**config.mk**
```make
export PLATFORM = sky130hd
export DESIGN_NAME = scroll_scan_ctrl_flat
export DESIGN_NICKNAME = d
export VERILOG_FILES = /design/src/rtl/scroll_pkg.sv /design/src/rtl/scroll_scan_ctrl_if.sv /design/src/rtl/bcd_to_seg7.sv /design/src/rtl/scroll_scan_ctrl.sv /design/src/flat_wrapper.sv
export SDC_FILE = /design/constraint.sdc
export NUM_CORES = 1
export LEC_CHECK = 0
export BUFFER_PORTS_ARGS = -buffer_cell sky130_fd_sc_hd__buf_4
export CAP_MARGIN = 20
export CORE_AREA = 2 2 75 77
export CTS_CLUSTER_SIZE = 14
export DETAILED_ROUTE_END_ITERATION = 10
export DIE_AREA = 0 0 77 79
export PLACE_DENSITY = 0.61
export SYNTH_ARGS = -nofsm -noshare
export SYNTH_HDL_FRONTEND = slang
export SYNTH_SLANG_ARGS = --single-unit
```
**constraint.sdc**
```tcl
create_clock -name clk -period 2.2 [get_ports clk]
set_input_delay 0.44 -clock clk [delete_from_list [all_inputs] [get_ports clk]]
set_output_delay 0.44 -clock clk [all_outputs]
set_load 0.02 [all_outputs]
```
**src/rtl/scroll_pkg.sv**
```systemverilog
// Shared encodings for the scrolling-roller scan controller.
// Display pins are active low: a 0 bit lights a segment or enables a digit.
package scroll_pkg;

  typedef enum logic [1:0] {
    RUN   = 2'd0,
    PAUSE = 2'd1,
    STEP  = 2'd2
  } state_t;

  // Segment order is {g,f,e,d,c,b,a}; 0 lights the segment.
  localparam logic [6:0] SEG_0     = 7'h40;
  localparam logic [6:0] SEG_1     = 7'h79;
  localparam logic [6:0] SEG_2     = 7'h24;
  localparam logic [6:0] SEG_3     = 7'h30;
  localparam logic [6:0] SEG_4     = 7'h19;
  localparam logic [6:0] SEG_5     = 7'h12;
  localparam logic [6:0] SEG_6     = 7'h02;
  localparam logic [6:0] SEG_7     = 7'h78;
  localparam logic [6:0] SEG_8     = 7'h00;
  localparam logic [6:0] SEG_9     = 7'h10;
  localparam logic [6:0] SEG_BLANK = 7'h7F;

  // Digit enables are active low; all ones turns every digit off.
  localparam logic [3:0] AN_NONE = 4'hF;

  function automatic logic [3:0] an_select_n(input logic [1:0] idx);
    logic [3:0] one_hot;
    one_hot = 4'b0001 << idx;
    return ~one_hot;
  endfunction

endpackage

```
**src/rtl/scroll_scan_ctrl_if.sv**
```systemverilog
// Button, roller-digit and display-pin bundle of the scan controller.
// master is the controller side, slave is the board/roller side.
interface scroll_scan_ctrl_if;
  logic       btn_pause;
  logic       btn_step;
  logic [3:0] d1;
  logic [3:0] d2;
  logic [3:0] d3;
  logic [3:0] d4;
  logic       off;
  logic [3:0] an;
  logic [6:0] seg;
  logic       run;

  modport master (
    input  btn_pause, btn_step, d1, d2, d3, d4,
    output off, an, seg, run
  );

  modport slave (
    output btn_pause, btn_step, d1, d2, d3, d4,
    input  off, an, seg, run
  );
endinterface

```
**src/rtl/bcd_to_seg7.sv**
```systemverilog
// BCD to active-low seven-segment decoder; codes 10..15 show a blank digit.
module bcd_to_seg7
  import scroll_pkg::*;
(
  input  logic [3:0] bcd,
  output logic [6:0] seg
);

  always_comb begin
    seg = SEG_BLANK;
    case (bcd)
      4'd0:    seg = SEG_0;
      4'd1:    seg = SEG_1;
      4'd2:    seg = SEG_2;
      4'd3:    seg = SEG_3;
      4'd4:    seg = SEG_4;
      4'd5:    seg = SEG_5;
      4'd6:    seg = SEG_6;
      4'd7:    seg = SEG_7;
      4'd8:    seg = SEG_8;
      4'd9:    seg = SEG_9;
      default: seg = SEG_BLANK;
    endcase
  end

endmodule

```
**src/rtl/scroll_scan_ctrl.sv**
```systemverilog
// Run/pause/single-step sequencer for the scrolling roller plus the
// four-digit multiplexed display scan that shares its free-running counters.
module scroll_scan_ctrl
  import scroll_pkg::*;
#(
  parameter int SCAN_DIV = 50000,
  parameter int STEP_DIV = 100
) (
  input  logic                  clk,
  input  logic                  rst_n,
  scroll_scan_ctrl_if.master    bus
);

  localparam int SCAN_W  = (SCAN_DIV > 1) ? $clog2(SCAN_DIV) : 1;
  localparam int FRAME_W = (STEP_DIV > 1) ? $clog2(STEP_DIV) : 1;
  localparam logic [SCAN_W-1:0]  SCAN_LAST  = SCAN_W'(SCAN_DIV - 1);
  localparam logic [FRAME_W-1:0] FRAME_LAST = FRAME_W'(STEP_DIV - 1);

  logic [SCAN_W-1:0]  scan_cnt;
  logic [1:0]         idx;
  logic [FRAME_W-1:0] frame_cnt;
  logic               step_tick;

  logic pause_cur, pause_prev, step_cur, step_prev;
  logic pause_edge, step_edge;

  state_t state, next_state;
  logic   fire;

  logic [3:0] cur_digit;
  logic [6:0] seg_dec;

  logic       off_q;
  logic [3:0] an_q;
  logic [6:0] seg_q;
  logic       run_q;

  // Counters never stop or reload except on reset, so the step cadence
  // stays locked to the scan regardless of pause and single-step activity.
  always_ff @(posedge clk) begin
    if (!rst_n) begin
      scan_cnt  <= '0;
      idx       <= 2'd0;
      frame_cnt <= '0;
    end else if (scan_cnt == SCAN_LAST) begin
      scan_cnt <= '0;
      idx      <= idx + 2'd1;
      if (idx == 2'd3) begin
        frame_cnt <= (frame_cnt == FRAME_LAST) ? '0 : frame_cnt + 1'b1;
      end
    end else begin
      scan_cnt <= scan_cnt + 1'b1;
    end
  end

  assign step_tick = (scan_cnt == SCAN_LAST) && (idx == 2'd3) && (frame_cnt == FRAME_LAST);

  // History resets high so a button already held at reset release is not an edge.
  always_ff @(posedge clk) begin
    if (!rst_n) begin
      pause_cur  <= 1'b1;
      pause_prev <= 1'b1;
      step_cur   <= 1'b1;
      step_prev  <= 1'b1;
    end else begin
      pause_cur  <= bus.btn_pause;
      pause_prev <= pause_cur;
      step_cur   <= bus.btn_step;
      step_prev  <= step_cur;
    end
  end

  assign pause_edge = pause_cur & ~pause_prev;
  assign step_edge  = step_cur & ~step_prev;

  always_ff @(posedge clk) begin
    if (!rst_n) begin
      state <= RUN;
      off_q <= 1'b1;
      run_q <= 1'b1;
      an_q  <= AN_NONE;
      seg_q <= SEG_BLANK;
    end else begin
      state <= next_state;
      off_q <= ~fire;
      run_q <= (next_state == RUN);
      an_q  <= an_select_n(idx);
      seg_q <= seg_dec;
    end
  end

  // A pause edge outranks a coincident step tick, so that step is lost.
  always_comb begin
    next_state = state;
    fire       = 1'b0;
    case (state)
      RUN: begin
        if (pause_edge) begin
          next_state = PAUSE;
        end else if (step_tick) begin
          fire = 1'b1;
        end
      end
      PAUSE: begin
        if (pause_edge) begin
          next_state = RUN;
        end else if (step_edge) begin
          next_state = STEP;
          fire       = 1'b1;
        end
      end
      STEP:    next_state = PAUSE;
      default: next_state = RUN;
    endcase
  end

  always_comb begin
    cur_digit = bus.d1;
    case (idx)
      2'd0:    cur_digit = bus.d1;
      2'd1:    cur_digit = bus.d2;
      2'd2:    cur_digit = bus.d3;
      default: cur_digit = bus.d4;
    endcase
  end

  bcd_to_seg7 u_dec (
    .bcd (cur_digit),
    .seg (seg_dec)
  );

  assign bus.off = off_q;
  assign bus.an  = an_q;
  assign bus.seg = seg_q;
  assign bus.run = run_q;

endmodule

```
**src/flat_wrapper.sv**
```systemverilog
// flat-port wrapper written by rule: the top's interface ports become plain ports
module scroll_scan_ctrl_flat import scroll_pkg::*;
#(
  parameter int SCAN_DIV = 50000,
  parameter int STEP_DIV = 100
)
  (clk, rst_n, bus_btn_pause, bus_btn_step, bus_d1, bus_d2, bus_d3, bus_d4, bus_off, bus_an, bus_seg, bus_run);
  scroll_scan_ctrl_if bus_i ();
  input  logic clk;
  input  logic rst_n;
  input wire logic [$bits(bus_i.btn_pause)-1:0] bus_btn_pause;
  input wire logic [$bits(bus_i.btn_step)-1:0] bus_btn_step;
  input wire logic [$bits(bus_i.d1)-1:0] bus_d1;
  input wire logic [$bits(bus_i.d2)-1:0] bus_d2;
  input wire logic [$bits(bus_i.d3)-1:0] bus_d3;
  input wire logic [$bits(bus_i.d4)-1:0] bus_d4;
  output wire logic [$bits(bus_i.off)-1:0] bus_off;
  output wire logic [$bits(bus_i.an)-1:0] bus_an;
  output wire logic [$bits(bus_i.seg)-1:0] bus_seg;
  output wire logic [$bits(bus_i.run)-1:0] bus_run;
  assign bus_i.btn_pause = bus_btn_pause;
  assign bus_i.btn_step = bus_btn_step;
  assign bus_i.d1 = bus_d1;
  assign bus_i.d2 = bus_d2;
  assign bus_i.d3 = bus_d3;
  assign bus_i.d4 = bus_d4;
  assign bus_off = bus_i.off;
  assign bus_an = bus_i.an;
  assign bus_seg = bus_i.seg;
  assign bus_run = bus_i.run;
  scroll_scan_ctrl #(.SCAN_DIV(SCAN_DIV), .STEP_DIV(STEP_DIV)) u_core (.clk(clk), .rst_n(rst_n), .bus(bus_i));
endmodule
```
==> flow_metrics.env, run 1 <==
export IMPL_synth_top_family_by_area="simple AND/OR/NAND/NOR gates"
export IMPL_cp_required_ps=2430
export IMPL_yosysWarnings=0
export IMPL_synth_seq_cells=44
export IMPL_crit_start="u_core.scan_cnt[7]"
export IMPL_dp_slack_ps=34.16
export IMPL_hold_buffers=0
export IMPL_r2r_slack_ps=80
export IMPL_switchingPower_uw=341.4
export IMPL_clock_sinks=44
export IMPL_synthFlopType="dfxtp_1"
export IMPL_reg2regPathDepth=4
export IMPL_cts_buffer_depth=2
export IMPL_final_cell_mix="dfxtp_1, buf_4, nor2_1"
export IMPL_p_sw_frac=0.2184
export IMPL_drt_pass1_iter_count=4
export IMPL_finalCriticalPeriod_ps=2122
export IMPL_post_route_util=0.4686
export IMPL_final_common_cell="dfxtp_1"
export IMPL_num_io_pins=33
export IMPL_drc=0
export IMPL_drive_gt1_frac=0.2113
export IMPL_max_cap_violations=0
export IMPL_synth_compound_area_frac=0.1213
export IMPL_grt_overflow=0
export IMPL_dieArea_mm2=0.006083
export IMPL_dieWidth_um=77
export IMPL_synth_fp_nets=255
export IMPL_syn_to_final_growth_pct=23.09
export IMPL_synthXorXnorAreaFrac=0.06034
export IMPL_clockPowerShare=0.383
export IMPL_wl_per_cell_um=12.11
export IMPL_leakagePower_uw=0.0009764
export IMPL_finalMaxSlewViolations=0
export IMPL_syn_avg_cell_area_um2=9.031
export IMPL_nets=294
export IMPL_setup_viol=0
export IMPL_seq_power_share=0.531
export IMPL_criticalPathCategory="reg -> reg"
export IMPL_port_buffers=32
export IMPL_clk_pin_slew_ps=80
export IMPL_min_path_cells=2
export IMPL_num_antenna_cells=0
export IMPL_powerDensity_mw_per_mm2=625.0
export IMPL_drt_initial_drc_count=126
export IMPL_fmax_mhz=471.4
export IMPL_initial_core_util=0.3807
export IMPL_grt_max_degree=27
export IMPL_synth_seq_area_share=0.4335
export IMPL_h_tree_depth=2
export IMPL_min_to="u_core.step_cur"
export IMPL_antenna_found_initial=0
export IMPL_num_rows=27
export IMPL_finalClockSkew_ps=4.076
export IMPL_share_comb_of_total_power=0.086
export IMPL_cts_root_buf="clkbuf_8"
export IMPL_worst_pin_slew_ps=543.8
export IMPL_min_from="bus_btn_step"
export IMPL_finalCritPeriodShare=0.9643
export IMPL_cts_buffers=5
export IMPL_whs_ps=324.1
export IMPL_seq_area_um2=883.3
export IMPL_r2r_start="u_core.scan_cnt[7]"
export IMPL_clk_latency_ps=290
export IMPL_relSlewSlack=0.6271
export IMPL_syn_inst=225
export IMPL_cp_end_kind="flop"
export IMPL_layout_setup_ws_ps=78.49
export IMPL_drt_antenna_violating_nets=0
export IMPL_hold_class="in -> reg"
export IMPL_synth_simple_area_share=0.2352
export IMPL_synthAdderAreaFrac=0.06158
export IMPL_multi_input_area_mm2=0.001067
export IMPL_power_internal_uw=1222
export IMPL_dp_hpwl_um=2884
export IMPL_fill_cells=546
export IMPL_synth_mux_area_frac=0.04064
export IMPL_hold_viol=0
export IMPL_irDropWorstVdd_mv=0.3553
export IMPL_vias_per_cell=5.116
export IMPL_core_area_mm2=0.005338
export IMPL_syn_area_mm2=0.002032
export IMPL_grt_pass1_wl_um=7058
export IMPL_startpoint_type="flop"
export IMPL_synthDistinctLibCells=40
export IMPL_synth_edf_count=0
export IMPL_grt_total_usage=0.1432
export IMPL_worst_r2r_endpoint="u_core.frame_cnt[2]"
export IMPL_vias=1724
export IMPL_wirelength_um=4082
export IMPL_synthArstFlopShare=0
export IMPL_chipHeight_um=79
export IMPL_crit_fanout=21
export IMPL_grt_pass1_vias=1589
export IMPL_worstPathArrival_ps=2350
export IMPL_cts_tree="built"
export IMPL_status="completed"
export IMPL_gp_congestion=0.8070
==> power by group through the flow <==
stage,Sequential (uW),Combinational (uW),Clock [uW]
2_1_floorplan,861,59.4,0
3_3_place_gp,848,128,0
3_5_place_dp,849,130,0
4_1_cts,830,130,628
5_1_grt,834,148,669
6_report,830,134,600
==> worst max-delay path by stage <==
stage | to | slack (ps) | cells past startpoint
4_1_cts | u_core.frame_cnt[2] | 20 | 4
3_5_place_dp | u_core.frame_cnt[2] | 30 | 4
5_1_grt | u_core.bus.seg[4] | -7 | 8
6_report | u_core.frame_cnt[2] | 80 | 4
3_3_place_gp | u_core.frame_cnt[2] | 60 | 4
2_1_floorplan | u_core.frame_cnt[4] | 40 | 6
==> registers in the layout (all words and copies together) (netlist names) <==
name and cells:
u_core.scan_cnt 16, u_core.bus.seg 7, u_core.frame_cnt 7, u_core.bus.an 4
u_core.idx 2, u_core.state 2, u_core.bus.off 1, u_core.bus.run 1
u_core.pause_cur 1, u_core.pause_prev 1, u_core.step_cur 1, u_core.step_prev 1
==> worst max-delay path: stages, from the launching register on <==
cell and delay (ps):
dfxtp_1 320, or4b_1 510, or4_4 550, or4b_1 530, a21oi_1 150
==> cell families after synthesis <==
kind of cell               count (synthesis)
adders and majority gates                 10
xor gates and xnor gates                  14
buffers and inverters                     23
and+or+nand+nor                           89
DFF                                       44
muxes                                      8
AOI/OAI and AO/OA                         37
==> final cells by class <==
| cell class | count | area share |
|---|---|---|
| Sequential cell | 44 | 0.3532 |
| Inverter | 16 | 0.02401 |
| Clock inverter | 2 | 0.01401 |
| Tap cell | 72 | 0.03602 |
| Clock buffer | 6 | 0.02901 |
| Timing Repair Buffer | 39 | 0.1171 |
| Multi-Input combinational cell | 158 | 0.4267 |
==> per-stage QoR <==
stage,cell area [um^2],setup TNS (ps),power [uW],std cells
floorplan,2032,0,920.3,225
global placement,2364,0,976.3,327
detailed placement,2364,0,979.0,327
CTS,2471,0,1589,335
global route,2501,-6.805,1650,337
finish,2501,0,1563,337
==> metal layers <==
metal / global-route usage / up-vias / wire length (um)
met3: 0.03523 / 10 / 157
met4: 0.07321 / 0 / 85
met1: 0.1689 / 794 / 1836
met5: 0 / - / 0
li1: - / 885 / -
met2: 0.2430 / 35 / 2003
==> cell usage after synthesis (all sizes together), types with 2 or more instances <==
cell / count / area (um^2)
mux2: 2 / 22.52
nor2: 19 / 71.32
nand4: 10 / 62.56
nor4: 4 / 25.02
and3: 6 / 37.54
o211ai: 2 / 15.01
o21ai: 9 / 45.04
nor3: 6 / 30.03
ha: 10 / 125.1
xor2: 3 / 26.28
nand3: 8 / 40.04
nand2b: 6 / 37.54
o31ai: 4 / 30.03
or3: 3 / 18.77
a222oi: 4 / 40.04
a211oi: 2 / 15.01
nand2: 15 / 56.30
xnor2: 11 / 96.34
a21oi: 10 / 50.05
dfxtp: 44 / 880.8
inv: 16 / 60.06
buf: 3 / 21.27
clkbuf: 4 / 15.01
or4b: 2 / 20.02
mux2i: 6 / 60.06
or4: 5 / 41.29
==> what timing repair did <==
action                                  in CTS  in global routing
endpoints found under the setup margin       0                  9
buffers inserted                             0                  2
resized for setup                            0                  6
No activity file was read; power rests on OpenSTA's default activity.
==> inputs of run 2 (changes only) <==
--- a/config.mk
+++ b/config.mk
@@ -7,11 +7,13 @@
 export LEC_CHECK = 0
 export BUFFER_PORTS_ARGS = -buffer_cell sky130_fd_sc_hd__buf_4
 export CAP_MARGIN = 20
-export CORE_AREA = 2 2 75 77
+export CELL_PAD_IN_SITES_DETAIL_PLACEMENT = 1
+export CELL_PAD_IN_SITES_GLOBAL_PLACEMENT = 1
+export CORE_AREA = 2 2 77 79
 export CTS_CLUSTER_SIZE = 14
 export DETAILED_ROUTE_END_ITERATION = 10
-export DIE_AREA = 0 0 77 79
-export PLACE_DENSITY = 0.61
+export DIE_AREA = 0 0 79 81
+export PLACE_DENSITY = 0.74
 export SYNTH_ARGS = -nofsm -noshare
 export SYNTH_HDL_FRONTEND = slang
 export SYNTH_SLANG_ARGS = --single-unit
==> flow_metrics.env, run 2 (synthesis results as in run 1) <==
export IMPL_status="completed"
export IMPL_grt_pass1_vias=1834
export IMPL_grt_total_usage=0.1568
export IMPL_fin_setup_tns_ps=0
export IMPL_grt_overflow=0
export IMPL_dieArea_mm2=0.006399
export IMPL_antenna_found_initial=0
export IMPL_vias=1749
export IMPL_wirelength_um=4565
export IMPL_clk_latency_ps=290
export IMPL_seq_area_um2=882.1
export IMPL_cts_buffers=5
export IMPL_grt_util_met2=0.2941
export IMPL_irDropWorstVdd_mv=0.3897
export IMPL_finalCritPeriodShare=0.9493
export IMPL_finalClockSkew_ps=6.036
export IMPL_startpoint_type="flop"
export IMPL_drive_gt1_frac=0.2151
export IMPL_finalMaxSlewViolations=0
export IMPL_cts_root_buf="clkbuf_8"
export IMPL_powerDensity_mw_per_mm2=644.9
export IMPL_num_rows=28
export IMPL_worstPathArrival_ps=2310
export IMPL_regMostFlops="u_core.scan_cnt"
export IMPL_rsz0062_at_grt="no"
export IMPL_cp_required_ps=2420
export IMPL_setup_viol=0
export IMPL_hold_class="in -> reg"
export IMPL_core_area_mm2=0.005675
export IMPL_cts_tree="built"
export IMPL_grt_max_degree=27
export IMPL_fill_cells=670
export IMPL_clock_sinks=44
export IMPL_num_io_pins=33
export IMPL_drt_initial_drc_count=68
export IMPL_drc=0
export IMPL_whs_ps=329.4
export IMPL_met3_usage=0.03556
export IMPL_gr_usage_met1=0.1772
export IMPL_multi_input_area_mm2=0.001071
export IMPL_chipHeight_um=81
export IMPL_relSlewSlack=0.7170
export IMPL_cp_end_kind="flop"
export IMPL_clk_pin_slew_ps=80
export IMPL_port_buffers=32
export IMPL_initial_core_util=0.3580
export IMPL_grt_pass1_wl_um=8100
export IMPL_syn_to_final_growth_pct=24.32
export IMPL_hold_viol=0
export IMPL_final_common_cell="dfxtp_1"
export IMPL_h_tree_depth=2
export IMPL_leakagePower_uw=0.0009862
export IMPL_criticalPathCategory="reg -> reg"
export IMPL_cts_buffer_depth=2
export IMPL_nets=294
export IMPL_dp_hpwl_um=3372
export IMPL_final_cell_mix="dfxtp_1, buf_4, nor2_1"
export IMPL_vias_per_cell=5.144
export IMPL_gp_congestion=0.7652
export IMPL_wl_per_cell_um=13.43
export IMPL_drt_antenna_violating_nets=0
export IMPL_worst_pin_slew_ps=416.2
export IMPL_crit_fanout=15
export IMPL_num_antenna_cells=0
export IMPL_max_cap_violations=0
export IMPL_finalCriticalPeriod_ps=2088
export IMPL_fmax_mhz=478.8
export IMPL_dieWidth_um=79
export IMPL_grt_busiest_layer="met2"
export IMPL_drt_pass1_iter_count=4
export IMPL_largest_reg_flops=16
==> run 2: area by class of cell <==
cell class,count,area share
multi-input combinational,158,0.4240
sequential,44,0.3492
timing repair buffer,39,0.1159
clock buffer,7,0.03814
tap,75,0.03715
inverter,16,0.02377
clock inverter,1,0.01189
==> run 2: where the power goes <==
group          switching, uW  leakage, uW  internal (uW)  total, uW
Combinational           70.2     0.000562           66.8        137
Sequential              12.1     0.000359            819        831
Clock                    261    0.0000645            401        661
Total                    343     0.000986           1290       1630
==> run 2: final timing paths <==
kind / cells after the start / slack, ps / startpoint / to
max: 4 / 110 / u_core.scan_cnt[7] / u_core.frame_cnt[2]
min: 2 / 330 / bus_btn_step / u_core.step_cur
max reg2reg: 4 / 110 / u_core.scan_cnt[7] / u_core.frame_cnt[2]
min reg2reg: 1 / 430 / u_core.step_cur / u_core.step_prev
==> run 2: timing repair <==
| action | CTS | global route |
|---|---|---|
| endpoints found under the setup margin | 0 | 9 |
| setup buffers | 0 | 2 |
| endpoints found under the hold margin | 0 | 0 |
| hold buffers | 0 | 0 |
| gates resized for setup | 0 | 6 |
==> run 2: stage by stage <==
step | util | total power, uW | area, um^2 | worst slack (ps) | cells
5_1_grt | 0.4451 | 1724 | 2526 | 3.811 | 340
6_report | 0.4451 | 1629 | 2526 | 111.6 | 340
3_5_place_dp | 0.4171 | 982.2 | 2367 | 56.88 | 330
3_3_place_gp | 0.4171 | 977.7 | 2367 | 77.91 | 330
2_1_floorplan | - | 920.3 | 2032 | 40.14 | 225
4_1_cts | 0.4394 | 1657 | 2494 | 30.65 | 338
==> run 2: critical path: stages, from the launching register on <==
cell	delay, ps
dfxtp_1	310
or4b_1	510
or4_4	520
or4b_1	520
a21oi_1	160
==> run 2: per-layer routing <==
layer	up-vias	routed length [um]
li1	885	-
met1	842	2050
met2	20	2355
met3	2	128
met4	0	30
met5	-	0
==> inputs of run 3 (changes only) <==
--- a/config.mk
+++ b/config.mk
@@ -6,7 +6,6 @@
 export NUM_CORES = 1
 export LEC_CHECK = 0
 export BUFFER_PORTS_ARGS = -buffer_cell sky130_fd_sc_hd__buf_4
-export CAP_MARGIN = 20
 export CELL_PAD_IN_SITES_DETAIL_PLACEMENT = 1
 export CELL_PAD_IN_SITES_GLOBAL_PLACEMENT = 1
 export CORE_AREA = 2 2 77 79
@@ -14,6 +13,7 @@
 export DETAILED_ROUTE_END_ITERATION = 10
 export DIE_AREA = 0 0 79 81
 export PLACE_DENSITY = 0.74
+export RECOVER_POWER = 100
 export SYNTH_ARGS = -nofsm -noshare
 export SYNTH_HDL_FRONTEND = slang
 export SYNTH_SLANG_ARGS = --single-unit
==> flow_metrics.env, run 3 (synthesis results as in run 1) <==
export IMPL_drt_initial_drc_count=70
export IMPL_rsz0062_at_grt="no"
export IMPL_grt_pass1_wl_um=8100
export IMPL_num_antenna_cells=0
export IMPL_irDropWorstVdd_mv=0.3894
export IMPL_cts_buffer_depth=2
export IMPL_r2r_slack_ps=110
export IMPL_crit_family="simple AND/OR/NAND/NOR gates"
export IMPL_port_buffers=32
export IMPL_leakagePower_uw=0.0009448
export IMPL_setup_viol=0
export IMPL_grt_pass1_vias=1834
export IMPL_critical_path_most_common_cell="or4b_1"
export IMPL_clk_pin_slew_ps=80
export IMPL_vias_per_cell=5.194
export IMPL_clock_sinks=44
export IMPL_drc=0
export IMPL_max_cap_violations=0
export IMPL_worst_pin_slew_ps=414.0
export IMPL_worst_path_max_delay_cell="or4_4"
export IMPL_antenna_found_initial=0
export IMPL_worstPathArrival_ps=2310
export IMPL_cp_end_kind="flop"
export IMPL_reg2regPathDepth=4
export IMPL_path_buf_inv=0
export IMPL_cts_buffers=5
export IMPL_design_area_mm2=0.002475
export IMPL_criticalPathCategory="reg -> reg"
export IMPL_finalClockSkew_ps=6.340
export IMPL_hold_buffers=0
export IMPL_clk_latency_ps=290
export IMPL_placed_area_mm2=0.002367
export IMPL_gp_congestion=0.7652
export IMPL_hold_viol=0
export IMPL_dieArea_mm2=0.006399
export IMPL_cts_root_buf="clkbuf_8"
export IMPL_finalCritPeriodShare=0.9494
export IMPL_core_area_mm2=0.005675
export IMPL_powerDensity_mw_per_mm2=654.7
export IMPL_finalMaxSlewViolations=0
export IMPL_dieWidth_um=79
export IMPL_worstPathCellList="or4b_1 > or4_4 > or4b_1 > a21oi_1"
export IMPL_crit_cells=4
export IMPL_num_rows=28
export IMPL_total_power_uw=1620
export IMPL_regMostFlops="u_core.scan_cnt"
export IMPL_final_common_cell="dfxtp_1"
export IMPL_nets=294
export IMPL_final_cells=340
export IMPL_min_path_cells=2
export IMPL_grt_max_degree=27
export IMPL_startpoint_type="flop"
export IMPL_relSlewSlack=0.7185
export IMPL_cts_tree="built"
export IMPL_grt_total_usage=0.1568
export IMPL_cp_required_ps=2420
export IMPL_drive_gt1_frac=0.1660
export IMPL_status="completed"
export IMPL_h_tree_depth=2
export IMPL_largest_reg_flops=16
export IMPL_place_inst=330
export IMPL_wirelength_um=4590
export IMPL_wl_per_cell_um=13.50
export IMPL_whs_ps=330.0
export IMPL_chipHeight_um=81
export IMPL_syn_to_final_growth_pct=21.80
export IMPL_drt_antenna_violating_nets=0
export IMPL_finalCriticalPeriod_ps=2089
export IMPL_initial_core_util=0.3580
export IMPL_dp_hpwl_um=3372
export IMPL_crit_fanout=15
export IMPL_final_cell_mix="dfxtp_1, buf_4, nor2_1"
export IMPL_hold_class="in -> reg"
export IMPL_slowest_delay_ps=520
export IMPL_fmax_mhz=478.8
export IMPL_drt_pass1_iter_count=4
export IMPL_num_io_pins=33
export IMPL_grt_overflow=0
export IMPL_fin_setup_tns_ps=0
export IMPL_vias=1766
==> run 3: cell count changes in the layout (fill, tap and decap cells not counted), sizes merged <==
cell,change
buf,-14
clkbuf,+14
==> run 3: layout make-up <==
type                            instances  area, um^2
Timing Repair Buffer                   39       241.5
Clock buffer                            7       96.34
Fill cell                             674        3201
Tap cell                               75       93.84
Sequential cell                        44       882.1
Inverter                               16       60.06
Multi-Input combinational cell        158        1071
Clock inverter                          1       30.03
==> run 3: path summary, 6_finish.rpt <==
check                     start                   to
max          u_core.scan_cnt[7]  u_core.frame_cnt[2]
min                bus_btn_step      u_core.step_cur
max reg2reg  u_core.scan_cnt[7]  u_core.frame_cnt[2]
min reg2reg     u_core.step_cur     u_core.step_prev
==> run 3: where the power goes <==
group	switching (uW)	total (uW)	leakage, uW	internal [uW]
combinational	70.5	128	0.000521	58.0
sequential	11.9	831	0.000359	819
clock	261	661	0.0000645	401
total	343	1620	0.000945	1280
==> run 3: worst register-to-register path: stages (launching register included) <==
cell and delay, ps:
dfxtp_1 310, or4b_1 510, or4_4 520, or4b_1 530, a21oi_1 160
==> run 3: through the flow <==
| stage | setup slack (ps) | util |
|---|---|---|
| finish | 111.4 | 0.4361 |
| global route | 3.872 | 0.4361 |
| CTS | 30.65 | 0.4394 |
| detailed placement | 56.88 | 0.4171 |
| global placement | 77.91 | 0.4171 |
| floorplan | 40.14 | - |
==> run 3: what timing repair did <==
action                                  CTS  global route
endpoints found under the hold margin     0             0
endpoints found under the setup margin    0             9
resized for setup                         0             6
setup buffers                             0             2
==> run 3: layer usage <==
metal,GRT usage,wire length (um),up-vias
li1,-,-,887
met5,0,0,-
met1,0.1772,2063,857
met2,0.2941,2355,20
met3,0.03556,141,2
met4,0.04655,30,0
